**config.mk**
```make
export PLATFORM = sky130hd
export DESIGN_NAME = riscv_lsu
export DESIGN_NICKNAME = d
export VERILOG_FILES = /design/src/rtl/riscv_lsu.sv
export SDC_FILE = /design/constraint.sdc
export NUM_CORES = 1
export LEC_CHECK = 0
export ABC_AREA = 1
export CAP_MARGIN = 20
export CORE_MARGIN = 5
export CORE_UTILIZATION = 50
export DETAILED_ROUTE_END_ITERATION = 8
export PLACE_DENSITY_LB_ADDON = 0.15
export SLEW_MARGIN = 40
export SYNTH_ARGS = -nofsm -noshare
export SYNTH_HDL_FRONTEND = slang
export SYNTH_SLANG_ARGS = --single-unit
```
**constraint.sdc**
```tcl
create_clock -name clk -period 5.48 [get_ports clk]
set_clock_uncertainty 0.15 [all_clocks]
set_input_delay 1.644 -clock clk [delete_from_list [all_inputs] [get_ports clk]]
set_output_delay 1.644 -clock clk [all_outputs]
set_load 0.05 [all_outputs]
```
**src/rtl/riscv_lsu.sv**
```systemverilog
// Word-only load/store unit for RV32I LW/SW: decodes, checks alignment, drives a
// valid/ready memory request, waits for load data with a timeout, then writes back.
module riscv_lsu #(
   parameter int XLEN        = 32,
   parameter int RSP_TIMEOUT = 256
) (
   input  logic            clk,
   input  logic            rst_n,
   input  logic            instr_valid,
   output logic            instr_ready,
   input  logic [31:0]     instr,
   input  logic [XLEN-1:0] rs1_val,
   input  logic [XLEN-1:0] rs2_val,
   output logic            mem_req_valid,
   input  logic            mem_req_ready,
   output logic [XLEN-1:0] mem_addr,
   output logic [XLEN-1:0] mem_wdata,
   output logic            mem_we,
   output logic [2:0]      mem_size,
   input  logic            mem_rsp_valid,
   input  logic [XLEN-1:0] mem_rdata,
   output logic            wb_valid,
   output logic [4:0]      wb_rd,
   output logic [XLEN-1:0] wb_data,
   output logic            err_valid,
   output logic [1:0]      err_code,
   output logic [XLEN-1:0] err_addr
);

   localparam logic [1:0] IDLE     = 2'd0;
   localparam logic [1:0] REQ      = 2'd1;
   localparam logic [1:0] WAIT_RSP = 2'd2;
   localparam logic [1:0] WB       = 2'd3;

   localparam int CW = $clog2(RSP_TIMEOUT + 1);

   logic [1:0]      state;
   logic [CW-1:0]   cnt;
   logic [4:0]      rd;
   logic [XLEN-1:0] data;
   logic [2:0]      size;

   logic            is_lw;
   logic            is_sw;
   logic [11:0]     imm12;
   logic [XLEN-1:0] imm;
   logic [XLEN-1:0] eff_addr;
   logic            unused_rs_fields;

   assign unused_rs_fields = ^instr[19:15];

   always_comb begin
      is_lw    = (instr[6:0] == 7'b0000011) && (instr[14:12] == 3'b010);
      is_sw    = (instr[6:0] == 7'b0100011) && (instr[14:12] == 3'b010);
      imm12    = is_sw ? {instr[31:25], instr[11:7]} : instr[31:20];
      imm      = {{(XLEN-12){imm12[11]}}, imm12};
      eff_addr = rs1_val + imm;
   end

   assign instr_ready   = (state == IDLE);
   assign mem_req_valid = (state == REQ);
   assign mem_size      = size;
   assign wb_valid      = (state == WB) && (rd != 5'd0);
   assign wb_rd         = rd;
   assign wb_data       = data;

   always_ff @(posedge clk or negedge rst_n) begin
      if (!rst_n) begin
         state     <= IDLE;
         cnt       <= '0;
         rd        <= '0;
         data      <= '0;
         size      <= '0;
         mem_addr  <= '0;
         mem_wdata <= '0;
         mem_we    <= 1'b0;
         err_valid <= 1'b0;
         err_code  <= '0;
         err_addr  <= '0;
      end else begin
         err_valid <= 1'b0;
         size      <= 3'b010;
         case (state)
            IDLE: begin
               if (instr_valid) begin
                  if (!is_lw && !is_sw) begin
                     err_valid <= 1'b1;
                     err_code  <= 2'b10;
                     err_addr  <= '0;
                  end else if (eff_addr[1:0] != 2'b00) begin
                     err_valid <= 1'b1;
                     err_code  <= 2'b01;
                     err_addr  <= eff_addr;
                  end else begin
                     state     <= REQ;
                     mem_addr  <= eff_addr;
                     mem_wdata <= is_sw ? rs2_val : '0;
                     mem_we    <= is_sw;
                     rd        <= instr[11:7];
                  end
               end
            end
            REQ: begin
               if (mem_req_ready) begin
                  state <= mem_we ? IDLE : WAIT_RSP;
                  cnt   <= '0;
               end
            end
            // A response arriving on the final counted cycle still takes priority.
            WAIT_RSP: begin
               if (mem_rsp_valid) begin
                  data  <= mem_rdata;
                  state <= WB;
               end else if (cnt == CW'(RSP_TIMEOUT - 1)) begin
                  err_valid <= 1'b1;
                  err_code  <= 2'b11;
                  err_addr  <= mem_addr;
                  state     <= IDLE;
               end else begin
                  cnt <= cnt + CW'(1);
               end
            end
            WB:      state <= IDLE;
            default: state <= IDLE;
         endcase
      end
   end

endmodule

```
## Yosys cells after proc, flatten, opt, wreduce, memory -nomap -nowiden

Index checks and enable logic that the tools add are counted.
Widths: inputs -> output; s select.

| cells by class | value |
|---|---|
| add/subtract/negate cells | 2 |
| $mul | 0 |
| div/mod/pow operators | 0 |
| magnitude comparators | 0 |
| equal/unequal tests | 16 |
| shifts and indexed selects | 0 |
| multiplexer cells | 32 |
| bitwise gates (word level) | 2 |
| reduce and logical (&&, ||, !) cells | 16 |

Operators with widths:

| kind | number |
|---|---|
| $mux 32 | 6 |
| $pmux 32 s2 | 1 |
| $add 32x32->32 | 1 |
| $mux 9 | 3 |
| $mux 2 | 12 |
| $pmux 9 s2 | 1 |
| $ne 2x2->1 const B | 6 |
| $reduce_and 5->1 | 2 |
| $add 9x1->9 const B | 1 |
| $eq 9x8->1 const B | 1 |
| $pmux 2 s4 | 1 |
| $reduce_and 4->1 | 2 |
| $eq 7x2->1 const B | 1 |
| $eq 7x6->1 const B | 1 |
| $reduce_bool 2->1 | 3 |
| $mux 1 | 5 |
| $mux 5 | 1 |
| $reduce_bool 5->1 | 1 |
| $eq 2x2->1 const B | 2 |
| $logic_and 1x1->1 | 4 |
| $pmux 2 s2 | 1 |
| $eq 3x2->1 const B | 1 |
| $ne 3x1->1 const B | 1 |
| $ne 3x3->1 const B | 1 |
| 7 further kinds | 9 |

| storage, ports and cells | value |
|---|---|
| flip-flop bits (word level) | 149 |
| latch bits | 0 |
| RAM bits | 0 |
| memory bits (read-only) | 0 |
| input port bits | 133 |
| output and inout bits | 143 |
| logic and storage cells | 79 |
| memories kept | 0 |

## Depth between registers and ports, before layout

Gate-level depths: netlist (run 1).

| logic depth | value |
|---|---|
| depth in word-level cells | 9 |
| depth in mapped cells | 22 |
| gate-level depth less buffers | 21 |

## Least setup slack after synthesis (run 1)

Ideal clock, no wire load.

| timing | value |
|---|---|
| kind | in2reg |
| start | input instr[12] |
| end | register err_addr[26] |
| library setup time | 0.119 ns |
| arrival time | 4.158 ns |
| required time | 5.211 ns |
| path slack | 1.053 ns |
| cell stages on the path | 18 |
| path buffers | 3 |
| cell sequence | nand3b_1 > nor2_1 > nand2_1 > nor2_1 > inv_1 > clkbuf_1 > nand2_1 > o21ai_0 > ha_1 > fa_1 > nor3_2 > nand2_1 > nand2_2 > inv_2 > buf_6 > buf_6 > o21ai_1 > nand2_1 |

| between the ends | value |
|---|---|
| elaborated cells between the ends (all ways) | 15 |
| classes of those cells | add/sub (1); eq/ne (2); mux (5); reduce/logical (7) |

RTL lines:

| what | RTL line | source |
|---|---|---|
| start, declared | 11 | `input logic [31:0] instr,` |
| $eq 3x2->1 | 54 | `is_sw = (instr[6:0] == 7'b0100011) && (instr[14:12] == 3'b010);` |
| $logic_and 1x1->1 | 54 |  |
| $mux 5 | 55 | `imm12 = is_sw ? {instr[31:25], instr[11:7]} : instr[31:20];` |
| $add 32x32->32 | 57 | `eff_addr = rs1_val + imm;` |
| named net eff_addr[1] | 47 | `logic [XLEN-1:0] eff_addr;` |
| $reduce_bool 2->1 | 90 | `end else if (eff_addr[1:0] != 2'b00) begin` |
| $ne 3x1->1 (no source line) | - |  |
| $reduce_and 5->1 (no source line) | - |  |
| end signal, assigned | 93 | `err_addr <= eff_addr;` |
| end signal, assigned | 117 | `err_addr <= mem_addr;` |
| end, declared | 27 | `output logic [XLEN-1:0] err_addr` |

The timed path passes the listed nets, and every way through them passes these cells. The select of a mux whose other input is x is not followed.
A chain may end at the register's enable or synchronous reset.

## Final worst setup path (run 1)

| timing | value |
|---|---|
| start | input instr[3] |
| end | register mem_addr[15] |

| between the ends | value |
|---|---|
| cells in the longest elaborated chain, start to end | 7 |
| elaborated cells between the ends (all ways) | 13 |
| classes of those cells | add/sub (1); eq/ne (2); mux (1); bitwise (2); reduce/logical (7) |

Ends and longest elaborated chain:

| what | RTL line | source |
|---|---|---|
| $eq 7x6->1 | 54 |  |
| $logic_and 1x1->1 | 54 |  |
| $mux 5 | 55 |  |
| $add 32x32->32 | 57 |  |
| named net eff_addr[1] | 47 |  |
| $reduce_bool 2->1 | 90 |  |
| $not 1->1 (no source line) | - |  |
| $reduce_and 4->1 (no source line) | - |  |
| end signal, assigned | 96 | `mem_addr <= eff_addr;` |
| end, declared | 16 | `output logic [XLEN-1:0] mem_addr,` |

The timed path passes the listed nets, and every way through them passes these cells.

==> flow_metrics.tcl, run 1 <==
set metrics [dict create \
    startpoint_type "input pin" \
    layout_commonest_cell "nand2_1" \
    slowest_stage "fa_1" \
    nets 1573 \
    dr.pass1.iters 6 \
    async_reset_ff_share_pct 100 \
    ys_seq_area_share_pct 44.7 \
    path_class "in2reg" \
    arrival_ns 5.32 \
    endpoint_kind "flop" \
    yosys_warnings 0 \
    die_w_um 139 \
    placed_cells 1607 \
    grt_max_degree 87 \
    crit_fanout 27 \
    hold_buffers 0 \
    clkSinkCount 149 \
    power_leakage_nw 5.73 \
    synth_cell_type_count 41 \
    critical_path_buf_inv_count 4 \
    finalCritPeriodShare_pct 93.6 \
    post-route-drc-count 0 \
    grt_pass1_vias 8062 \
    critPathMaxStageDelay_ns 0.46 \
    synth_area_um2 8340 \
    rr_endpoint "err_addr[23]" \
    rsz0062_at_grt "false" \
    setup_viol 0 \
    synth_area_per_cell_um2 7.28 \
    peakVddDrop_mv 0.335 \
    antenna_cells 0 \
    gp_congestion 0.934 \
    grt_overflow_total 0 \
    core_um2 16500 \
    fmax_mhz 195 \
    clk_path_buf_depth 2 \
    finalCriticalPeriod_ns 5.13 \
    vias_per_cell 5.11 \
    start_util_pct 50.6 \
    portBuffers 268 \
    area_delta_synth_final_pct 42.0 \
    crit_path_end "mem_addr[15]" \
    wire_per_inst_um 16.2 \
    r2r_setup_slack_ns 2.56 \
    cts-root-buf "clkbuf_16" \
    final.setup.worst_slack_ns 0.350 \
    clk_pin_slew_ns 0.06 \
    std_cell_rows 47 \
    wirelength_um 26600 \
    cts_buffers 17 \
    antenna_found_initial 0 \
    final_cell_mix "nand2_1 (462), clkdlybuf4s50_1 (266), dfrtp_1 (149), inv_1 (114), o21ai_0 (93)" \
    worst_slew_pin_slew_ns 0.587 \
    grt_pass1_wl_um 42900 \
    drive_gt1_share_pct 4.30 \
    drtAntennaViolNets 0 \
    rr_startpoint "cnt[0]" \
    drtIter0Drc 541 \
    synth_edf_count 0 \
    grt.total_usage_pct 27.7 \
    hold_viol_final 0 \
    die_h_um 139 \
    power_density_nw_per_um2 414 \
    path_cells "clkdlybuf4s50_1 > nor2_1 > nand3_1 > nor2_1 > nand2_1 > nor2_2 > inv_1 > o21ai_0 > ha_1 > fa_1 > nor3_2 > nand3_4 > clkinv_1 > buf_4 > nand3_1 > o21ai_0" \
    fillers 1349 \
    ys.flop_type "dfrtp_1" \
    cts_setup_buffers 0 \
    fin_cells 1639 \
    worst-path-stages 16 \
    io_pins 276 \
    post-place-ws_ns 0.0105 \
    r2r_cells 14 \
    tns_ns 0 \
    slew_viol_final 0 \
    cp_top_family "simple AND/OR/NAND/NOR gates" \
    slew_headroom_pct 60.8 \
    regArea_um2 3730 \
    status "completed" \
    hpwlAfterDp_um 20100 \
    via_count 8377 \
    multi_input_area_um2 3990 \
    synth_cells 1145 \
    cts.htree.levels 4 \
    startpoint "instr[3]" \
    worstPathRequired_ns 5.67 \
    maxCapViolCount 0 \
    hp-class "reg2reg" \
    cts_tree "built" \
    clk_latency_ns 0.43 \
    die_area_um2 19400 \
    synth-seq-cells 149 \
]
## state kept, by name, summed over array words and instances, names as in the netlist
name       count
wb_rd          5
mem_size       1
err_valid      1
wb_data       32
mem_addr      32
mem_wdata     32
cnt            9
state          2
err_code       2
err_addr      32
mem_we         1
## repair_timing
action                                  CTS  global route
endpoints found under the setup margin    0            16
endpoints found under the hold margin     0             0
gates resized for setup                   0             1
## final cells by class
cell class                 instances  area share (%)
clock inverter                    11           0.973
tap                              220            2.33
multi-input combinational        841            33.7
sequential                       149            31.5
inverter                         118            3.76
timing repair buffer             279            23.7
clock buffer                      21            4.06
## synth_stat cells, drive strengths merged, types with 2 or more instances
cell type	number	area share (%)
inv	117	5.3
nor4	3	0.30
a22o	2	0.21
nor2	61	2.8
ha	33	5.0
nand3b	6	0.54
o21bai	4	0.36
a21oi	50	3.0
nor3	17	1.1
conb	2	0.090
dfrtp	149	45
a21o	2	0.18
or2	4	0.30
xnor2	8	0.84
buf	20	1.5
o21ai	101	6.1
nand2	464	21
a22oi	2	0.18
xor2	7	0.74
nand3	63	3.8
clkbuf	18	0.83
nand4	4	0.30
## worst reg2reg max path: cells and delay by family, from the launching register on
family | cells | cell delay [ns]
adder cells (fa/ha/maj) | 2 | 0.38
flip-flops | 1 | 0.40
AND/OR/NAND/NOR | 9 | 1.40
buffers and inverters | 3 | 0.54
## cells by family after synthesis
kind of cell	synth area share (%)
other cells	0.0901
buf+inv	7.66
flops	44.7
simple gates	30.4
compound gates	10.4
fa+ha+maj	5.19
xor+xnor	1.58
## metrics by stage
stage	hold slack (ns)	util (%)	power, W	instance area [um2]
2_1_floorplan	0.302	-	0.00294	8340
3_3_place_gp	0.303	68.2	0.00369	11200
3_5_place_dp	0.307	68.2	0.00373	11200
4_1_cts	0.323	71.9	0.00492	11800
5_1_grt	0.335	71.9	0.00514	11800
6_report	0.321	71.9	0.00490	11800
## layer usage
metal,global-route usage (%),vias to the layer above,wire length (um)
met5,0,-,0
met4,9.89,0,755
met3,6.24,53,1780
met2,46.9,315,12900
met1,35.0,3860,11200
li1,-,4149,-
## worst min path at each step
stage	startpoint	cells after the start	to
final	wb_data[9]	2	wb_data[9]
after detailed placement	wb_data[9]	2	wb_data[9]
after floorplan	cnt[8]	2	cnt[8]
after global placement	wb_data[25]	2	wb_data[25]
after global routing	wb_data[30]	2	wb_data[30]
after CTS	wb_data[9]	2	wb_data[9]
## where the power goes
group          switching [W]  total [W]  internal [W]
clock network       0.000498    0.00118      0.000684
logic                0.00154    0.00225      0.000708
registers           0.000135    0.00147       0.00133
Power figures use the tool's default switching activity.
==> inputs of run 2 (changes only) <==
--- a/config.mk
+++ b/config.mk
@@ -7,7 +7,6 @@
 export LEC_CHECK = 0
 export ABC_AREA = 1
 export CAP_MARGIN = 20
-export CORE_MARGIN = 5
 export CORE_UTILIZATION = 50
 export DETAILED_ROUTE_END_ITERATION = 8
 export PLACE_DENSITY_LB_ADDON = 0.15
==> run 2 against run 1 <==
Net effect:
- combinational power is essentially flat
- first-iteration DRC count decreased by 7.8%
- hold slack lost 0.0014 ns
==> flow_metrics.tcl, run 2 (same netlist as run 1, synthesis figures left out) <==
set metrics [dict create \
    drtAntennaViolNets 0 \
    hp-class "reg2reg" \
    status "completed" \
    grt_pass1_vias 8169 \
    die_area_um2 17200 \
    std_cell_rows 46 \
    comb_power_share_pct 46.5 \
    slowest_stage "fa_1" \
    finalCriticalPeriod_ns 4.87 \
    peakVddDrop_mv 0.346 \
    cts_resized 0 \
    cts.htree.levels 4 \
    clk_pin_slew_ns 0.06 \
    arrival_ns 5.06 \
    grt_pass1_wl_um 41600 \
    slew_viol_final 0 \
    cts-root-buf "clkbuf_16" \
    power_density_nw_per_um2 414 \
    hold_buffers 0 \
    r2r_cells 14 \
    path_class "in2reg" \
    path_cells "clkdlybuf4s50_1 > nor2_1 > nand3_1 > nor2_1 > nand2_1 > nor2_2 > inv_1 > o21ai_0 > fa_1 > nor3_2 > nand3_4 > clkinv_1 > buf_4 > nand3_1 > o21ai_0" \
    fmax_mhz 205 \
    switchingPower_w 0.00215 \
    area_delta_synth_final_pct 41.9 \
    startpoint_type "input pin" \
    final_cell_mix "nand2_1 (462), clkdlybuf4s50_1 (266), dfrtp_1 (149), inv_1 (114), o21ai_0 (93)" \
    slew_headroom_pct 51.0 \
    drive_gt1_share_pct 4.22 \
    cts_setup_buffers 0 \
    crit_fanout 27 \
    wirelength_um 25300 \
    via_count 8384 \
    dpl_cell_area_um2 11300 \
    endpoint_kind "flop" \
    grt_max_degree 100 \
    wl_met1_um 10300 \
    power_leakage_nw 5.73 \
    route.met2.wl_um 12000 \
    clkSinkCount 149 \
    portBuffers 268 \
    drtIter0Drc 499 \
    hpwlAfterDp_um 18900 \
    final.setup.worst_slack_ns 0.609 \
    core_um2 16100 \
    vias_per_cell 5.12 \
    post-route-drc-count 0 \
    clk_path_buf_depth 2 \
    route.met3.wl_um 1970 \
    worst_slew_pin_slew_ns 0.734 \
    die_h_um 131 \
    clk_latency_ns 0.43 \
    gp_congestion 0.985 \
    wire_per_inst_um 15.5 \
    seq_power_share_pct 29.8 \
    dr.pass1.iters 5 \
    p_int_w 0.00275 \
    worstPathRequired_ns 5.67 \
    antenna_cells 0 \
    layout_commonest_cell "nand2_1" \
    critical_path_buf_inv_count 4 \
    grt.total_usage_pct 30.6 \
    rsz0062_at_grt "false" \
    cts_buffers 17 \
    worstHoldPathCells 2 \
    finalCritPeriodShare_pct 88.9 \
    setup_viol 0 \
    nets 1576 \
    tns_ns 0 \
    finalInstanceArea_um2 11800 \
    post-place-ws_ns 0.170 \
    power_frac_clock_pct 23.7 \
    die_w_um 131 \
    maxCapViolCount 0 \
    worst-path-stages 15 \
    critPathMaxStageDelay_ns 0.53 \
    io_pins 276 \
    cp_top_family "simple AND/OR/NAND/NOR gates" \
    start_util_pct 51.9 \
    antenna_found_initial 0 \
    cts_tree "built" \
    grt_overflow_total 0 \
    top_layer "met4" \
    hold_viol_final 0 \
    switching_share_pct 43.8 \
]
run 2: changes by cell type in the layout (fill, tap and decap cells not counted), moves of 2 or more:
cell	previous run	this run
buf_4	8	11
clkbuf_1	0	3
clkbuf_8	4	1
inv_6	3	1
run 2: worst paths after layout:
kind | startpoint | endpoint | slack, ns
setup reg to reg | cnt[0] | err_addr[16] | 2.57
min in group asynchronous | rst_n | err_addr[0] | 1.07
setup / recovery | instr[3] | mem_addr[23] | 0.61
hold / removal | wb_data[4] | wb_data[4] | 0.32
hold reg to reg | wb_data[4] | wb_data[4] | 0.32
max in group asynchronous | rst_n | mem_addr[19] | 3.20
run 2: power groups by stage:
| stage | combinational (W) | clock, W | sequential [W] |
|---|---|---|---|
| after floorplan | 0.000768 | 0 | 0.00217 |
| after global placement | 0.00224 | 0 | 0.00147 |
| after detailed placement | 0.00228 | 0 | 0.00147 |
| after CTS | 0.00228 | 0.00117 | 0.00146 |
| after global routing | 0.00244 | 0.00122 | 0.00149 |
| final | 0.00228 | 0.00116 | 0.00146 |
run 2: final cells by class:
type | instances | area, um2
Clock buffer | 21 | 450
Clock inverter | 10 | 125
Fill cell | 1254 | 4230
Inverter | 118 | 443
Multi-Input combinational cell | 841 | 3990
Sequential cell | 149 | 3730
Tap cell | 216 | 270
Timing Repair Buffer | 282 | 2830
run 2: tightest hold or removal path, cell delays in order (launching register included):
cell and delay [ns]:
dfrtp_1 0.34, nand2_1 0.05, nand2_1 0.05
run 2: routing by layer:
layer  up-vias  GRT usage (%)
li1       4164              -
met1      3798           36.4
met2       349           50.7
met3        73           7.83
met4         0           16.7
met5         -              0
run 2: metrics by stage:
step	utilization, %	power (W)	cells	hold WS, ns
after floorplan	-	0.00294	1146	0.302
after global placement	70.1	0.00371	1606	0.302
after detailed placement	70.1	0.00375	1606	0.307
after CTS	73.7	0.00491	1637	0.323
after global routing	73.7	0.00515	1637	0.335
final	73.7	0.00490	1637	0.319
